## config.mk

```make
export PLATFORM = sky130hd
export DESIGN_NAME = mux_scan_collector
export DESIGN_NICKNAME = d
export VERILOG_FILES = /design/src/rtl/mux_scan_pkg.sv /design/src/rtl/scan_dwell_cnt.sv /design/src/rtl/mux_scan_collector.sv
export SDC_FILE = /design/constraint.sdc
export NUM_CORES = 1
export LEC_CHECK = 0
export ABC_AREA = 1
export ABC_CLOCK_PERIOD_IN_PS = 1000
export CAP_MARGIN = 20
export CELL_PAD_IN_SITES_DETAIL_PLACEMENT = 1
export CELL_PAD_IN_SITES_GLOBAL_PLACEMENT = 1
export CORE_UTILIZATION = 29
export CTS_BUF_LIST = sky130_fd_sc_hd__clkbuf_4 sky130_fd_sc_hd__clkbuf_8 sky130_fd_sc_hd__clkbuf_16
export DETAILED_ROUTE_END_ITERATION = 6
export GPL_TIMING_DRIVEN = 0
export PLACE_DENSITY = 0.71
export SLEW_MARGIN = 20
export SYNTH_ARGS = -nofsm -noshare
export SYNTH_HDL_FRONTEND = slang
export SYNTH_HIERARCHICAL = 1
export SYNTH_SLANG_ARGS = --single-unit
```

## constraint.sdc

```tcl
create_clock -name clk -period 1 [get_ports clk]
set_input_delay 0.1 -clock clk [delete_from_list [all_inputs] [get_ports clk]]
set_output_delay 0.1 -clock clk [all_outputs]
set_load 0.01 [all_outputs]
```

## src/rtl/mux_scan_pkg.sv

```systemverilog
// Shared types and defaults for the mux scan collector.
// Holds the FSM state encoding and the default SEL_W/DWELL values.
package mux_scan_pkg;

    typedef enum logic [1:0] {
        ST_IDLE = 2'd0,
        ST_SCAN = 2'd1,
        ST_DONE = 2'd2
    } state_e;

    localparam int SEL_W_DEF = 2;
    localparam int DWELL_DEF = 1;

    // Dwell counter width: max(1, clog2(dwell+1)).
    function automatic int cnt_w(input int dwell);
        if ($clog2(dwell + 1) < 1) return 1;
        return $clog2(dwell + 1);
    endfunction

endpackage

```

## src/rtl/scan_dwell_cnt.sv

```systemverilog
// Loadable down-counter that times the settle period after each sel change.
// Ports: clk, rst (sync, active-high), load_i, load_val_i, en_i -> zero_o.
module scan_dwell_cnt #(
    parameter int W = 1
) (
    input  logic         clk,
    input  logic         rst,
    input  logic         load_i,
    input  logic [W-1:0] load_val_i,
    input  logic         en_i,
    output logic         zero_o
);

    logic [W-1:0] cnt_q;
    logic [W-1:0] cnt_d;

    // Load has priority; decrement saturates at zero.
    always_comb begin
        cnt_d = cnt_q;
        if (load_i) begin
            cnt_d = load_val_i;
        end else if (en_i && (cnt_q != '0)) begin
            cnt_d = cnt_q - 1'b1;
        end
    end

    always_ff @(posedge clk) begin
        if (rst) begin
            cnt_q <= '0;
        end else begin
            cnt_q <= cnt_d;
        end
    end

    assign zero_o = (cnt_q == '0);

endmodule

```

## src/rtl/mux_scan_collector.sv

```systemverilog
// Scan sequencer/collector around a 2**SEL_W:1 mux: steps sel, samples y_in, packs a word.
// Ports: clk, rst, start, y_in, ready in; sel, data_out, valid, busy out. Option: SCAN_CONTINUOUS_EN.
module mux_scan_collector
    import mux_scan_pkg::*;
#(
    parameter int SEL_W = SEL_W_DEF,
    parameter int DWELL = DWELL_DEF
) (
    input  logic                  clk,
    input  logic                  rst,
    input  logic                  start,
    input  logic                  y_in,
    output logic [SEL_W-1:0]      sel,
    output logic [2**SEL_W-1:0]   data_out,
    output logic                  valid,
    input  logic                  ready,
    output logic                  busy
);

    localparam int N  = 2**SEL_W;
    localparam int CW = cnt_w(DWELL);
    localparam logic [SEL_W-1:0] SEL_LAST = SEL_W'(N - 1);
    localparam logic [CW-1:0]    DWELL_V  = CW'(DWELL);

    state_e           state_q;
    state_e           state_d;
    logic [SEL_W-1:0] sel_q;
    logic [SEL_W-1:0] sel_d;
    logic [N-1:0]     data_q;
    logic [N-1:0]     data_d;
    logic             cnt_load;
    logic             cnt_en;
    logic             cnt_zero;

    scan_dwell_cnt #(
        .W (CW)
    ) u_dwell (
        .clk        (clk),
        .rst        (rst),
        .load_i     (cnt_load),
        .load_val_i (DWELL_V),
        .en_i       (cnt_en),
        .zero_o     (cnt_zero)
    );

    assign cnt_en = (state_q == ST_SCAN);

    always_ff @(posedge clk) begin
        if (rst) begin
            state_q <= ST_IDLE;
            sel_q   <= '0;
            data_q  <= '0;
        end else begin
            state_q <= state_d;
            sel_q   <= sel_d;
            data_q  <= data_d;
        end
    end

    always_comb begin
        state_d  = state_q;
        sel_d    = sel_q;
        data_d   = data_q;
        cnt_load = 1'b0;
        unique case (state_q)
            ST_IDLE: begin
                if (start) begin
                    state_d  = ST_SCAN;
                    sel_d    = '0;
                    cnt_load = 1'b1;
                end
            end
            ST_SCAN: begin
                // Capture edge: settle time elapsed for the current sel.
                if (cnt_zero) begin
                    data_d[sel_q] = y_in;
                    if (sel_q == SEL_LAST) begin
                        state_d = ST_DONE;
                    end else begin
                        sel_d    = sel_q + 1'b1;
                        cnt_load = 1'b1;
                    end
                end
            end
            ST_DONE: begin
                if (ready) begin
                    sel_d = '0;
`ifdef SCAN_CONTINUOUS_EN
                    state_d  = ST_SCAN;
                    cnt_load = 1'b1;
`else
                    state_d = ST_IDLE;
`endif
                end
            end
            default: begin
                state_d = ST_IDLE;
            end
        endcase
    end

    always_comb begin
        valid = (state_q == ST_DONE);
        busy  = (state_q != ST_IDLE);
    end

    assign sel      = sel_q;
    assign data_out = data_q;

endmodule

```

==> key figures, run 1 <==
Run status
  • Outcome: finished with violations
  • Violated checks: setup timing

Setup path
  • Worst Reg2Reg Path Length in Cells: 6
  • CP Data Arrival Time: 1030 ps
  • R2r setup slk: -130 ps
  • CP Cell Sequence: buf_4, nor2_4, inv_1, buf_2
  • WP data required: 900 ps
  • Worst setup path startpoint: state_q[0]
  • R2r endpoint: data_out[1]
  • Crit end category: output port
  • Setup CP Type: flop to output port
  • CP max FO: 4
  • Worst path slowest cell: dfxtp_4
  • CP Launch Type: flop
  • Reg2reg start: state_q[0]
  • Max stage delay on crit path: 370 ps

Placed design
  • Setup Slack @ Placement: -236 ps
  • Area after DPL: 718 um^2
  • Placed Instances: 114
  • Port Buffers: 12
  • Detailed Place HPWL: 987 um
  • Placer Congestion: 0.765

Cells and area
  • Multi-input gate area: 355 um^2
  • Share of cells above drive strength 1: 39.4%
  • Register area: 195 um^2
  • Final instance area: 837 um^2
  • Final Core Density: 48.5%
  • # diodes: 0
  • Filler Cell Count: 229
  • P&R area growth vs syn: 57.0%
  • Final cell count without fillers: 124
  • Final #Nets: 110

Clock tree
  • CTS root buffer: clkbuf_4
  • CTS buffer count: 3
  • Max H-tree Level: 1
  • CTS tree: built
  • Clock Latency Late Sink: 270 ps
  • Worst-path clk slew: 70 ps
  • Clock Path Buffers: 2
  • Sink Count: 9

STA
  • Final setup viols: 10
  • Post-route worst setup slack: -127 ps
  • Final setup TNS: -780 ps
  • Fin. Hold Viols: 0
  • Fin crit period: 1130 ps
  • Achievable Freq: 887 MHz
  • Period utilisation layout: 113%
  • Max-slew violations: 0
  • Setup Skew: 6.68 ps
  • RSZ-0062 raised after global routing: true

Route
  • Routed via count: 541
  • Vias per cell: 4.36
  • WL final: 1370 um
  • First-pass iteration count of the detailed router: 5
  • WL/cell: 11.0 um
  • Final ANT Viol Nets: 0
  • Residual DRC: 0
  • Drt first-iter violations: 7

Floorplanning
  • Core Region: 1730 um^2
  • Chip Width: 44.9 um
  • Initial core utilization: 30.9%
  • Die height: 44.9 um
  • Die ar.: 2010 um^2
  • # IOs: 13
  • Row Count: 15

Logic synthesis
  • Syn nets: 87
  • Synthesized area: 533 um^2
  • Avg Inst Size Synth: 6.92 um^2
  • Yosys warnings: 6
  • Synth unique cells: 15
  • Flops & latches, synth: 9
  • Sequential share of the synthesized area: 33.8%
  • Number of cells produced by synthesis: 77

Global route
  • Global-route wire length before repair: 2290 um
  • Gr usage total: 16.5%
  • Gr ovfl total: 0
  • Antenna violations before repair: 0
  • Largest net degree at the start of global routing: 9
  • Vias in the first global route: 521

Pwr
  • PwrDens: 1350 nW/um^2
  • Maximum VDD drop: 613 uV
  • Leakage dissipation: 0.387 nW

Worst hold path
  • Hold Crit Endpoint: state_q[0]
  • Hold path cells: 3
  • Hold WC Path Type: input pin to flop
  • Hold_sp: start

Run
  • Max cap viols: 0
-- how the worst max path moves through the flow --
stage / endpoint / slack, ps
after floorplan: sel[1] / -40
after global placement: valid / -200
after detailed placement: valid / -240
after CTS: data_out[1] / -100
after global routing: data_out[1] / -190
final: busy / -130
-- per-stage QoR --
stage | power (mW) | hold WS (ps)
2_1_floorplan | 0.639 | 162
6_report | 1.13 | 465
5_1_grt | 1.21 | 476
3_5_place_dp | 0.757 | 453
3_3_place_gp | 0.747 | 450
4_1_cts | 1.13 | 460
-- cell type report --
| class | count | area share, % |
|---|---|---|
| clock buffer | 4 | 3.59 |
| inverter | 16 | 7.77 |
| multi-input combinational | 52 | 42.5 |
| sequential | 9 | 23.3 |
| tap | 25 | 3.74 |
| timing repair buffer | 18 | 19.1 |
-- power breakdown --
group | internal (mW) | switching [mW] | leakage (nW)
clock | 0.181 | 0.135 | 0.0184
sequential | 0.393 | 0.0426 | 0.0763
combinational | 0.170 | 0.204 | 0.293
total | 0.744 | 0.382 | 0.387
-- Yosys cell counts --
cell type	n	area, um^2
nor2_8	1	20.0
inv_1	14	52.6
nor2_1	7	26.3
nand2_1	19	71.3
inv_2	2	7.51
nand4_1	2	12.5
conb_1	1	3.75
dfxtp_1	9	180
nand2_2	1	6.26
ha_1	5	62.6
nand3_1	6	30.0
nor2_4	1	11.3
a31oi_1	1	6.26
o31ai_1	1	7.51
a21oi_1	7	35.0
-- critical path: cells and delay by family (launching register included) --
kind / cells / cell delay (ps)
flip-flops: 1 / 370
buffers and inverters: 3 / 310
AND/OR/NAND/NOR: 1 / 90
-- cells in the final DEF (no fill, tap or decap), types with 2 or more instances in the layout --
| cell | n |
|---|---|
| inv_4 | 2 |
| buf_2 | 2 |
| nor2_1 | 5 |
| inv_2 | 2 |
| nand2_1 | 13 |
| dfxtp_1 | 5 |
| ha_1 | 3 |
| nand2_2 | 7 |
| clkdlybuf4s50_1 | 4 |
| dfxtp_4 | 4 |
| buf_6 | 3 |
| clkdlybuf4s15_1 | 3 |
| nand3_1 | 5 |
| clkbuf_4 | 4 |
| inv_1 | 12 |
| a21oi_2 | 2 |
| nor2_4 | 3 |
| a21oi_1 | 5 |
| nand4_1 | 2 |
| buf_4 | 5 |
-- cells by family (layout without fill, tap and decap cells) --
kind of cell / Yosys count / in the layout / synth area share (%)
buffers and inverters: 16 / 38 / 11.3
other: 1 / 1 / 0.704
adders and majority gates: 5 / 5 / 11.7
and+or+nand+nor: 37 / 37 / 33.3
DFF: 9 / 9 / 33.8
AOI/OAI and AO/OA: 9 / 9 / 9.16
-- state kept, by name (all words and copies together), names as in the netlist --
register and count:
data_out 4, u_dwell/cnt_q 1, sel 2, state_q 2
-- repair_timing --
action	4_1_cts	5_1_grt
hold buffers	0	0
buffers inserted	5	1
pin swaps	7	8
gates resized for setup	31	14
endpoints found under the setup margin	16	15
-- metal layers --
layer,global-route usage (%),part of all wire (%)
met1,17.8,47
met5,0,0
met3,4.80,1.2
met2,28.8,52
met4,9.09,0
(Power assumes the default switching activity.)
==> run 2, diff against run 1 <==
SLEW_MARGIN = 10   (was 20)
==> results of run 2 <==
The final DEF is identical to that of run 1; final timing and power are the same.
==> run 3, diff against run 2 <==
CTS_CLUSTER_DIAMETER = 200   (was not set)
==> results of run 3 <==
The final DEF is identical to that of run 1; final timing and power are the same.
